[src/rtl/riscvsys_memarb_pkg.sv]
// ---------------------------------------------------------------------------
// riscvsys_memarb_pkg
// Shared types for the two-master memory arbiter:
//   state_e    - arbiter FSM states (idle / transaction granted)
//   req_idx_t  - requester index (0 = CPU, 1 = second bus master)
//   bus_req_t  - one requester's native-bus request fields
// ---------------------------------------------------------------------------
package riscvsys_memarb_pkg;

  localparam int NUM_REQ = 2;

  typedef enum logic [0:0] {
    ST_IDLE  = 1'b0,
    ST_GRANT = 1'b1
  } state_e;

  typedef logic req_idx_t;

  typedef struct packed {
    logic [31:0] addr;
    logic [31:0] wdata;
    logic [3:0]  wstrb;
  } bus_req_t;

endpackage

[src/rtl/riscvsys_memarb_rr.sv]
// ---------------------------------------------------------------------------
// riscvsys_memarb_rr
// Purely combinational 2-way round-robin picker.
// Ports:
//   valid      in  2  request valids, bit N = requester N
//   last       in  1  requester that completed the previous transaction
//   winner     out 1  chosen requester (0 when nothing is valid)
//   any_valid  out 1  at least one requester is valid
// ---------------------------------------------------------------------------
module riscvsys_memarb_rr
  import riscvsys_memarb_pkg::*;
(
  input  logic [1:0] valid,
  input  req_idx_t   last,
  output req_idx_t   winner,
  output logic       any_valid
);

  always_comb begin
    any_valid = |valid;
    // On a tie the requester that did not go last wins; otherwise the single
    // valid requester wins (bit 1 alone selects index 1, anything else 0).
    if (valid == 2'b11) begin
      winner = ~last;
    end else begin
      winner = valid[1];
    end
  end

endmodule

[src/rtl/riscvsys_memarb.sv]
// ---------------------------------------------------------------------------
// riscvsys_memarb
// Shares one picorv32-style valid/ready memory port between the CPU (r0) and a
// second bus master (r1). One transaction is granted at a time with
// round-robin fairness; a watchdog ends any transaction the target never
// answers, returning ERR_RDATA and pulsing o_err.
// Ports:
//   i_clk, i_rstn             clock, async active-low reset
//   i_rN_valid/addr/wdata/wstrb  requester N request (wstrb 0 = read)
//   o_rN_ready/rdata          requester N one-cycle completion and read data
//   o_t_valid/addr/wdata/wstrb   request forwarded to the memory target
//   i_t_ready/rdata           target completion and read data
//   o_err                     one-cycle pulse on watchdog termination
//   o_err_addr                address of the last terminated transaction
// Parameters:
//   TIMEOUT    GRANT cycles allowed before termination, 0 disables
//   ERR_RDATA  read data returned on a terminated transaction
// ---------------------------------------------------------------------------
module riscvsys_memarb
  import riscvsys_memarb_pkg::*;
#(
  parameter int unsigned TIMEOUT   = 256,
  parameter logic [31:0] ERR_RDATA = 32'hdead_beef
) (
  input  logic        i_clk,
  input  logic        i_rstn,
  input  logic        i_r0_valid,
  input  logic [31:0] i_r0_addr,
  input  logic [31:0] i_r0_wdata,
  input  logic [3:0]  i_r0_wstrb,
  output logic        o_r0_ready,
  output logic [31:0] o_r0_rdata,
  input  logic        i_r1_valid,
  input  logic [31:0] i_r1_addr,
  input  logic [31:0] i_r1_wdata,
  input  logic [3:0]  i_r1_wstrb,
  output logic        o_r1_ready,
  output logic [31:0] o_r1_rdata,
  output logic        o_t_valid,
  output logic [31:0] o_t_addr,
  output logic [31:0] o_t_wdata,
  output logic [3:0]  o_t_wstrb,
  input  logic        i_t_ready,
  input  logic [31:0] i_t_rdata,
  output logic        o_err,
  output logic [31:0] o_err_addr
);

  // Watchdog counter wide enough to hold TIMEOUT; kept at 1 bit when disabled.
  localparam int unsigned     WDW       = (TIMEOUT > 0) ? $clog2(TIMEOUT + 1) : 1;
  localparam bit              WDOG_EN   = (TIMEOUT > 0);
  localparam logic [WDW-1:0]  WDOG_LAST = (TIMEOUT > 0) ? WDW'(TIMEOUT - 1) : '0;
  localparam logic [WDW-1:0]  WDOG_MAX  = {WDW{1'b1}};

  state_e         state_q;
  req_idx_t       gnt_q;
  req_idx_t       last_q;
  logic [WDW-1:0] wdog_q;
  logic [31:0]    err_addr_q;

  bus_req_t           req [NUM_REQ];
  logic [NUM_REQ-1:0] valid_vec;
  bus_req_t           gnt_req;
  logic               gnt_valid;
  logic               in_grant;
  logic               done;
  logic               tmo;
  logic [31:0]        rsp_word;
  req_idx_t           pick;
  logic               any_valid;
  logic [NUM_REQ-1:0] rsp_ready;
  logic [31:0]        rsp_rdata [NUM_REQ];

  assign req[0] = '{addr: i_r0_addr, wdata: i_r0_wdata, wstrb: i_r0_wstrb};
  assign req[1] = '{addr: i_r1_addr, wdata: i_r1_wdata, wstrb: i_r1_wstrb};
  assign valid_vec = {i_r1_valid, i_r0_valid};

  riscvsys_memarb_rr u_rr (
    .valid     (valid_vec),
    .last      (last_q),
    .winner    (pick),
    .any_valid (any_valid)
  );

  assign in_grant  = (state_q == ST_GRANT);
  assign gnt_req   = req[gnt_q];
  assign gnt_valid = valid_vec[gnt_q];

  // A target ready in the same cycle as the timeout wins: tmo requires !i_t_ready.
  assign done = in_grant && gnt_valid && i_t_ready;
  assign tmo  = WDOG_EN && in_grant && gnt_valid && !i_t_ready && (wdog_q == WDOG_LAST);

  // The terminating cycle withdraws the request so the target never sees a
  // completion it could mistake for its own.
  assign o_t_valid = in_grant && gnt_valid && !tmo;
  assign o_t_addr  = in_grant ? gnt_req.addr  : 32'h0;
  assign o_t_wdata = in_grant ? gnt_req.wdata : 32'h0;
  assign o_t_wstrb = in_grant ? gnt_req.wstrb : 4'h0;

  assign rsp_word = tmo ? ERR_RDATA : i_t_rdata;

  for (genvar gi = 0; gi < NUM_REQ; gi++) begin : g_rsp
    assign rsp_ready[gi] = (done || tmo) && (gnt_q == req_idx_t'(gi));
    assign rsp_rdata[gi] = rsp_ready[gi] ? rsp_word : 32'h0;
  end

  assign o_r0_ready = rsp_ready[0];
  assign o_r0_rdata = rsp_rdata[0];
  assign o_r1_ready = rsp_ready[1];
  assign o_r1_rdata = rsp_rdata[1];

  assign o_err      = tmo;
  assign o_err_addr = err_addr_q;

  always_ff @(posedge i_clk or negedge i_rstn) begin
    if (!i_rstn) begin
      state_q    <= ST_IDLE;
      gnt_q      <= 1'b0;
      last_q     <= 1'b1;   // requester 0 wins the first tie
      wdog_q     <= '0;
      err_addr_q <= 32'h0;
    end else begin
      case (state_q)
        ST_IDLE: begin
          if (any_valid) begin
            gnt_q   <= pick;
            wdog_q  <= '0;
            state_q <= ST_GRANT;
          end
        end
        ST_GRANT: begin
          // Completion, termination, or a requester abandoning its request
          // all end the transaction and count as that requester's turn.
          if (!gnt_valid || done || tmo) begin
            last_q  <= gnt_q;
            state_q <= ST_IDLE;
          end else if (wdog_q != WDOG_MAX) begin
            wdog_q <= wdog_q + 1'b1;
          end
          if (tmo) begin
            err_addr_q <= gnt_req.addr;
          end
        end
        default: state_q <= ST_IDLE;
      endcase
    end
  end

endmodule
[config.mk]
export PLATFORM = sky130hd
export DESIGN_NAME = riscvsys_memarb
export DESIGN_NICKNAME = d
export VERILOG_FILES = /design/src/rtl/riscvsys_memarb_pkg.sv /design/src/rtl/riscvsys_memarb_rr.sv /design/src/rtl/riscvsys_memarb.sv
export SDC_FILE = /design/constraint.sdc
export NUM_CORES = 1
export LEC_CHECK = 0
export BUFFER_PORTS_ARGS = -buffer_cell sky130_fd_sc_hd__buf_2
export CAP_MARGIN = 20
export CORE_AREA = 2 2 131 133
export DETAILED_ROUTE_END_ITERATION = 8
export DIE_AREA = 0 0 133 135
export GPL_TIMING_DRIVEN = 0
export PLACE_DENSITY = 0.62
export SLEW_MARGIN = 10
export SYNTH_ARGS = -nofsm -noshare
export SYNTH_HDL_FRONTEND = slang
export SYNTH_SLANG_ARGS = --single-unit
[constraint.sdc]
create_clock -name i_clk -period 2.16 [get_ports i_clk]
set_input_delay 0.108 -clock i_clk [delete_from_list [all_inputs] [get_ports i_clk]]
set_output_delay 0.108 -clock i_clk [all_outputs]
set_load 0.02 [all_outputs]
## After elaboration in Yosys (flattened, before gate mapping)

Cells that the tools add are included.

| cells by class | value |
|---|---|
| $add $sub $neg | 1 |
| bitwise logic cells | 4 |
| reductions and logical operators | 18 |
| order comparisons | 2 |
| equality and inequality tests | 6 |
| mux-type cells | 19 |

Operators with widths:

| operator | count |
|---|---|
| $mux W68 | 3 |
| $mux W32 | 5 |
| $mux W9 | 3 |
| $pmux W9 S2 | 1 |
| $add A9 B1 Y9 const B | 1 |
| $eq A9 B8 Y1 const B | 1 |
| $ne A9 B9 Y1 const B | 1 |
| $logic_and A1 B1 Y1 | 7 |
| $reduce_and A2 Y1 | 3 |
| $mux W1 | 5 |
| $mux W4 | 1 |
| $ne A2 B2 Y1 const B | 2 |
| $logic_not A1 Y1 | 3 |
| $logic_or A1 B1 Y1 | 3 |
| $not A1 Y1 | 3 |
| $reduce_and A3 Y1 | 1 |
| $eq A2 B2 Y1 const B | 1 |
| $ge A2 B2 Y1 const B | 1 |
| $lt A1 B2 Y1 const B | 1 |
| $ne A2 B1 Y1 const B | 1 |
| $not A1 Y2 | 1 |
| $pmux W1 S2 | 1 |
| $reduce_or A2 Y1 | 1 |

| storage, ports and cells | value |
|---|---|
| output and inout bits | 168 |
| word-level logic and storage cells | 55 |
| register bits after elaboration | 44 |

## Longest topological paths before layout

Gate-level depths: netlist of run 1.

| depth | value |
|---|---|
| word-level depth | 8 |
| depth in mapped cells | 11 |
| depth with buffers taken out | 9 |

## Cells and area by module

A second synthesis of run 1 with hierarchy kept.

| unflattened totals | value |
|---|---|
| cells, all modules | 415 |
| area total of the unflattened synthesis | 3,412.0 µm² |

Modules (own cells, without submodules):

| module | sequential area each (µm²) | cells each | instances | area an instance (µm²) |
|---|---|---|---|---|
| riscvsys_memarb | 1,102.3 | 413 | 1 | 3,398.3 |
| riscvsys_memarb_rr | 0.0 | 2 | 1 | 13.8 |

## Worst setup path before layout of run 1

No wires, ideal clock.

| timing | value |
|---|---|
| path type | flip-flop to output port |
| start | register wdog_q[0] |
| end | output port o_r1_rdata[10] |
| stages on the path, launching flop included | 12 |
| slack | -0.173 ns |
| data arrival time | 2.225 ns |
| cell sequence | dfrtp_1 -> ha_1 -> nand3_1 -> or2_1 -> nor2_1 -> ha_1 -> nor2b_1 -> nand3_2 -> inv_2 -> buf_2 -> buf_4 -> o21a_1 |

| on the way | value |
|---|---|
| cells in the longest elaborated chain, start to end | 5 |

RTL lines:

| element | line | source |
|---|---|---|
| from (decl) | riscvsys_memarb.sv:58 | `logic [WDW-1:0] wdog_q;` |
| from (signal assigned) | riscvsys_memarb.sv:138 | `wdog_q <= wdog_q + 1'b1;` |
| $eq A9 B8 Y1 * | riscvsys_memarb.sv:91 | `assign tmo = WDOG_EN && in_grant && gnt_valid && !i_t_ready && (wdog_q == WDOG_LAST);` |
| $logic_and A1 B1 Y1 * | riscvsys_memarb.sv:91 |  |
| $logic_or A1 B1 Y1 | riscvsys_memarb.sv:103 | `assign rsp_ready[gi] = (done \|\| tmo) && (gnt_q == req_idx_t'(gi));` |
| $logic_and A1 B1 Y1 | riscvsys_memarb.sv:103 |  |
| $mux W32 * | riscvsys_memarb.sv:104 | `assign rsp_rdata[gi] = rsp_ready[gi] ? rsp_word : 32'h0;` |
| to (decl) | riscvsys_memarb.sv:38 | `output logic [31:0] o_r1_rdata,` |

Mark *: on every way between the ends. The rest lies on a longest branch, timed or not.

## Worst setup path in the final report of run 1

| timing | value |
|---|---|
| start | register wdog_q[0] |
| end | output port o_r0_rdata[22] |

| on the way | value |
|---|---|
| cells in the longest elaborated chain, start to end | 5 |

RTL lines:

| element | line | source |
|---|---|---|
| $eq A9 B8 Y1 * | riscvsys_memarb.sv:91 |  |
| $logic_and A1 B1 Y1 * | riscvsys_memarb.sv:91 |  |
| $logic_or A1 B1 Y1 | riscvsys_memarb.sv:103 |  |
| $logic_and A1 B1 Y1 | riscvsys_memarb.sv:103 |  |
| $mux W32 * | riscvsys_memarb.sv:104 |  |
| to (decl) | riscvsys_memarb.sv:32 | `output logic [31:0] o_r0_rdata,` |

Marks and branches as above.

==> qor.txt, run 1 <==
Avg Cell Area, Syn: 8.16 um2
area leader, netlist: dfrtp_1
share of post-route cells with drive strength above 1: 69.1%
Port Buffers: 340
first-pass GRT wire length: 23900 um
initial detailed-routing violation count: 124
clk slew on worst S/H paths: 70 ps
Nets: 981
Wirelength per Cell: 15.9 um
vias per inst: 4.45
clock network latency to the later pin of the worst-skew pair: 280 ps
CTS sink cnt: 44
Lkg Pwr: 3.86 nW
area share of the largest cell type after synthesis: 32.1%
RSZ-0062 raised after global routing: yes
#FFs+latches synth: 44
CP max stage delay: 360 ps
Filler cells: 1602
CP max FO: 6
Setup Crit Path Kind: reg2out
most frequent cells in the layout: buf_2, nor2_1, mux2i_1
Buf/Inv on CP: 3
Stages on worst setup path: 11
antenna-violating nets left: 0
num rows: 47
gr ovfl total: 0
CTS tree: yes
top cells by area, synth: dfrtp_1, mux2i_1, o21a_1
Mapped Cells: 411
Seq/Total Area, Yosys: 32.8%
routed vias: 4564
fraction of registers with async set/reset: 100%
GPL Wtd Cong: 0.805
Worst Reg-to-Reg Cells: 15
synth warn: 0
Slew @ Worst Pin: 438 ps
family with the most delay on the worst path: simple AND/OR/NAND/NOR gates
number of I/O pins: 341
H-Tree Depth: 2
antenna cells: 0
CP Capture Type: output port
DRC viols: 0
Slowest-stage cell, CP: dfrtp_1
die width: 133 um
Bufs on Longest Clock Path: 2
most common cell after layout, fill and taps aside: buf_2
final setup vio count: 108
setup_tns: -39930 ps
Crit. Startpoint: wdog_q[0]
Initial Utilization: 20.5%
startpoint types: flop
Yosys cell types: 38
worst flop-to-flop path endpoint: wdog_q[6]
fmax: 0.378 GHz
max_slew headroom: 70.8%
pwr dens: 709 mW/mm2
CTS buffer count: 5
syn_nets: 587
drt total wl: 16300 um
Slew Viols, Final: 0
dpl hpwl: 11800 um
WP data required: 2050 ps
ys flop type: dfrtp_1
Clock Skew: 5.13 ps
Peak VDD IR: 508 uV
vias in the first global route: 4531
Final WS setup: -484 ps
Max Cap Viol: 0
worst reg2reg startpoint: wdog_q[0]
failing checks: negative setup slack
pin count of the biggest net entering global routing: 45
CTS Root Cell: clkbuf_16
critical path endpoint: o_r0_rdata[22]
final hold vios: 0
Total GRT Usage: 16.7%
flop-to-flop setup slack: -400 ps
Synth Cell Area: 0.00336 mm2
P&R area growth vs syn: 110%
Worst EP arrival: 2540 ps
DIE HEIGHT: 135 um
Core ar.: 0.0164 mm2
DIE AREA: 0.0180 mm2
detailed-router iteration count before antenna repair: 4
Place WS: -611 ps
status: finished with violations
crit path cell chain: ha_2 -> nand3_2 -> or2_1 -> nor2_2 -> ha_2 -> nor2_2 -> nor4_4 -> buf_6 -> buf_6 -> and3_2 -> buf_4
period utilization: 122%
EDFF count, synth: 0
initial antenna violation count: 1
Worst Hold Class: in2reg
min cycle time layout: 2640 ps
-- layout make-up --
| type | instances | area, um2 | share of cell area (%) |
|---|---|---|---|
| flip-flops and latches | 44 | 1100 | 15.6 |
| repair buffers | 389 | 2590 | 36.7 |
| multi-input cells | 324 | 2540 | 35.9 |
| well taps | 220 | 275 | 3.90 |
| plain buffers | 34 | 344 | 4.87 |
| clock inverters | 2 | 38.8 | 0.549 |
| clock buffers | 6 | 139 | 1.97 |
| inverters | 7 | 28.8 | 0.408 |
-- what timing repair did --
item,CTS,global route
pin swaps,55,27
hold buffers,0,1
endpoints found under the setup margin,172,172
gates resized for setup,241,68
cloned,6,3
setup buffers,31,13
hold endpoints to repair,0,17
-- state kept, by name (all words and copies together), names as in the netlist --
| signal | flops |
|---|---|
| gnt_q | 1 |
| wdog_q | 9 |
| last_q | 1 |
| in_grant | 1 |
| o_err_addr | 32 |
-- logic make-up after synthesis --
logic type      synth area share [%]
simple gates                    20.1
xor+xnor                       0.261
flops                           32.8
fa+ha+maj                       1.12
mux                             20.7
buf+inv                         5.52
compound gates                  19.4
-- worst reg2reg max path: stages (launching register included) --
cell,delay (ps)
dfrtp_1,390
ha_2,190
nand3_2,90
or2_1,130
nor2_2,50
ha_2,200
buf_4,140
buf_6,100
buf_6,100
buf_6,110
nor3_4,170
buf_4,150
buf_6,100
o21ai_2,50
o211ai_1,280
o311ai_2,160
-- Yosys cell counts, types with 2 or more instances --
master	instances
a21oi_1	4
nand3_1	5
nand2_1	45
mux2i_1	68
and3_1	17
nor2_1	73
clkbuf_1	16
ha_1	3
inv_1	5
o31ai_1	2
o21ai_0	24
or4_1	2
o21ai_1	14
o21a_1	48
inv_2	2
buf_2	16
buf_1	3
nor3_2	2
dfrtp_1	43
-- per-stage QoR --
step                      instance area (um2)  util (%)  total power, mW  cells  hold WS (ps)
after floorplan                          3520         -             2.86    411          -188
after global placement                   5500      33.5             3.81    971           350
after global routing                     7060      43.0             5.31   1026           126
after CTS                                6820      41.6             4.96   1015          43.7
after detailed placement                 5500      33.5             3.83    971           353
final                                    7060      43.0             5.01   1026           117
-- power breakdown --
| group | internal [mW] | switching [mW] |
|---|---|---|
| Combinational | 1.27 | 1.91 |
| Sequential | 0.876 | 0.0344 |
| Clock | 0.580 | 0.337 |
| Total | 2.72 | 2.28 |
-- routing by layer --
layer	GRT usage [%]	share of wire, %
met1	19.8	39
met2	30.9	53
met4	3.94	1.7
met3	3.53	5.9
met5	0	0.080
-- worst min path at each step --
stage,depth (start not counted),slack [ps],from,end
floorplan,0,-190,i_rstn,gnt_q
global placement,1,350,i_rstn,o_err_addr[16]
detailed placement,1,350,i_rstn,o_err_addr[16]
CTS,1,40,i_rstn,o_err_addr[16]
global route,3,130,i_r0_addr[23],o_err_addr[23]
finish,3,120,i_r0_addr[23],o_err_addr[23]
No activity file was read; power rests on OpenSTA's default activity.
==> inputs of run 2 (changes only) <==
- CELL_PAD_IN_SITES_DETAIL_PLACEMENT: unset -> 2
- CELL_PAD_IN_SITES_GLOBAL_PLACEMENT: unset -> 2
- CORE_AREA: 2 2 131 133 -> unset
- CORE_ASPECT_RATIO: unset -> 2
- CORE_MARGIN: unset -> 1
- CORE_UTILIZATION: unset -> 18
- CTS_CLUSTER_SIZE: unset -> 12
- DIE_AREA: 0 0 133 135 -> unset
- PLACE_DENSITY: 0.62 -> 0.95
- clock period: 2.16 -> 3.1 ns (I/O delays scaled with it)
==> run 2 against run 1 <==
Effect of this change:
- the flow finishes with violations (design-rule violations)
- hold slack improved by 49 ps
- worst setup slack improved by 650 ps
- critical path depth did not move
- combinational power fell by 34%
- critical endpoint is now o_r0_rdata[29]
- highest routed layer is now met4
==> qor.txt, run 2 (synthesis results as in run 1) <==
status: finished with violations (unchanged)
failing checks: design-rule violations (was negative setup slack)
most frequent cells in the layout: buf_2, nor2_1, mux2i_1 (unchanged)
number of I/O pins: 341 (unchanged)
family with the most delay on the worst path: simple AND/OR/NAND/NOR gates (unchanged)
vias in the first global route: 5121 (was 4531)
antenna cells: 0 (unchanged)
fin util: 30.7% (was 43.0%)
antenna-violating nets left: 0 (unchanged)
Setup Crit Path Kind: reg2out (unchanged)
vias per inst: 4.67 (was 4.45)
Total GRT Usage: 18.9% (was 16.7%)
CP Capture Type: output port (unchanged)
Slew Viols, Final: 0 (unchanged)
Nets: 939 (was 981)
routed vias: 4572 (was 4564)
P&R area growth vs syn: 67.4% (was 110%)
Worst EP arrival: 2780 ps (was 2540 ps)
Core ar.: 0.0183 mm2 (was 0.0164 mm2)
dpl hpwl: 15800 um (was 11800 um)
CTS buffer count: 5 (unchanged)
gr ovfl total: 0 (unchanged)
Peak VDD IR: 317 uV (was 508 uV)
Worst Reg-to-Reg Cells: 9 (was 15)
min cycle time layout: 2930 ps
final setup vio count: 0 (was 108)
fmax: 0.341 GHz
setup_tns: 0 ps (was -39930 ps)
Slowest-stage cell, CP: dfrtp_1 (unchanged)
RSZ-0062 raised after global routing: no (was yes)
final hold vios: 0 (unchanged)
Slew @ Worst Pin: 618 ps (was 438 ps)
DIE AREA: 0.0192 mm2 (was 0.0180 mm2)
Bufs on Longest Clock Path: 2 (unchanged)
crit path cell chain: ha_2 -> nand3_1 -> or2_4 -> nor2_2 -> ha_2 -> nor2_2 -> nor4_4 -> buf_4 -> buf_4 -> and3_1 -> buf_2 (was ha_2 -> nand3_2 -> or2_1 -> nor2_2 -> ha_2 -> nor2_2 -> nor4_4 -> buf_6 -> buf_6 -> and3_2 -> buf_4)
CP max FO: 10 (was 6)
drt total wl: 18600 um (was 16300 um)
CTS Root Cell: clkbuf_16 (unchanged)
Worst Hold Class: in2reg (unchanged)
CTS sink cnt: 44 (unchanged)
Hold Crit Start: i_r0_addr[4] (was i_r0_addr[23])
DIE HEIGHT: 195 um (was 135 um)
Clock Skew: 6.81 ps (was 5.13 ps)
total power: 3.37 mW (was 5.01 mW)
WP data required: 2940 ps (was 2050 ps)
worst reg2reg startpoint: wdog_q[0] (unchanged)
clock network latency to the later pin of the worst-skew pair: 290 ps (was 280 ps)
Port Buffers: 340 (unchanged)
max_slew headroom: 58.8% (was 70.8%)
Buf/Inv on CP: 3 (unchanged)
most common cell after layout, fill and taps aside: buf_2 (unchanged)
pin count of the biggest net entering global routing: 45 (unchanged)
GPL Wtd Cong: 0.757 (was 0.805)
filler-free cell count of the finished design: 980 (was 1026)
Lkg Pwr: 3.35 nW (was 3.86 nW)
die width: 98.5 um (was 133 um)
num rows: 70 (was 47)
worst hold endpoint: o_err_addr[4] (was o_err_addr[23])
initial detailed-routing violation count: 114 (was 124)
Initial Utilization: 18.3% (was 20.5%)
clk slew on worst S/H paths: 70 ps (about the same)
pwr dens: 600 mW/mm2 (was 709 mW/mm2)
Largest register FFs: 32 (unchanged)
first-pass GRT wire length: 27600 um (was 23900 um)
# placed instances: 967 (was 971)
DRC viols: 21 (was 0)
share of post-route cells with drive strength above 1: 50.9% (was 69.1%)
startpoint types: flop (unchanged)
flop-to-flop setup slack: 570 ps (was -400 ps)
detailed-router iteration count before antenna repair: 6 (was 4)
CTS tree: yes (unchanged)
worst flop-to-flop path endpoint: wdog_q[7] (was wdog_q[6])
Wirelength per Cell: 19.0 um (was 15.9 um)
CP max stage delay: 370 ps (was 360 ps)
initial antenna violation count: 0 (was 1)
H-Tree Depth: 2 (unchanged)
Max Cap Viol: 0 (unchanged)
period utilization: 94.5%
hold depth: 3 (unchanged)
[run 2: cell types whose count changed in the layout (fill, tap and decap cells not counted), sizes merged]
cell / previous run / this run
buf: 406 / 363
clkbuf: 22 / 23
[run 2: layer usage]
layer	part of all wire, %	vias up	GRT usage, %	wire length [um]
met5	0	-	0	0
met4	2.2	0	5.91	408
met3	5.8	22	3.08	1090
met2	60	222	41.3	11200
met1	32	2208	16.3	5910
li1	-	2120	-	-
[run 2: area by class of cell]
cell class | count | area [um2]
fillers | 2211 | 12700
multi-input cells | 324 | 2110
repair buffers | 345 | 1750
flip-flops and latches | 44 | 1100
well taps | 216 | 270
plain buffers | 36 | 178
clock buffers | 6 | 139
clock inverters | 2 | 38.8
inverters | 7 | 26.3
[run 2: metrics by stage]
stage	setup slack [ps]	hold slack, ps	area, um2
final	170	166	5620
after global routing	1.44	189	5620
after CTS	31.9	102	5570
after detailed placement	-23.1	417	5330
after global placement	72.1	395	5330
after floorplan	720	-141	3360
[run 2: repair_timing]
action                     in CTS  in global routing
setup endpoints to repair      65                 56
setup buffers                   1                  2
hold buffers                    0                  1
resized for setup              16                  3
hold endpoints to repair        0                 10
pin swaps                       1                  0
[run 2: worst register-to-register path: cells and delay by family, from the launching register on]
family | cells | cell delay (ps)
flops | 1 | 400
fa+ha+maj | 2 | 400
compound gates | 1 | 180
simple gates | 6 | 1450
[run 2: how the worst max path moves through the flow]
stage | startpoint | end | cells past startpoint
after global routing | wdog_q[1] | o_r0_rdata[29] | 11
final | wdog_q[1] | o_r0_rdata[29] | 11
after detailed placement | wdog_q[0] | o_r0_rdata[26] | 11
after global placement | wdog_q[0] | o_r0_rdata[23] | 11
after CTS | wdog_q[0] | o_r1_rdata[11] | 12
after floorplan | wdog_q[0] | o_r1_rdata[10] | 11
[run 2: where the power goes]
group | switching [mW] | total [mW] | internal [mW] | leakage, nW
registers | 0.0267 | 0.637 | 0.611 | 0.606
clock network | 0.235 | 0.639 | 0.404 | 0.0871
logic | 1.35 | 2.09 | 0.748 | 2.66
total | 1.61 | 3.37 | 1.76 | 3.35
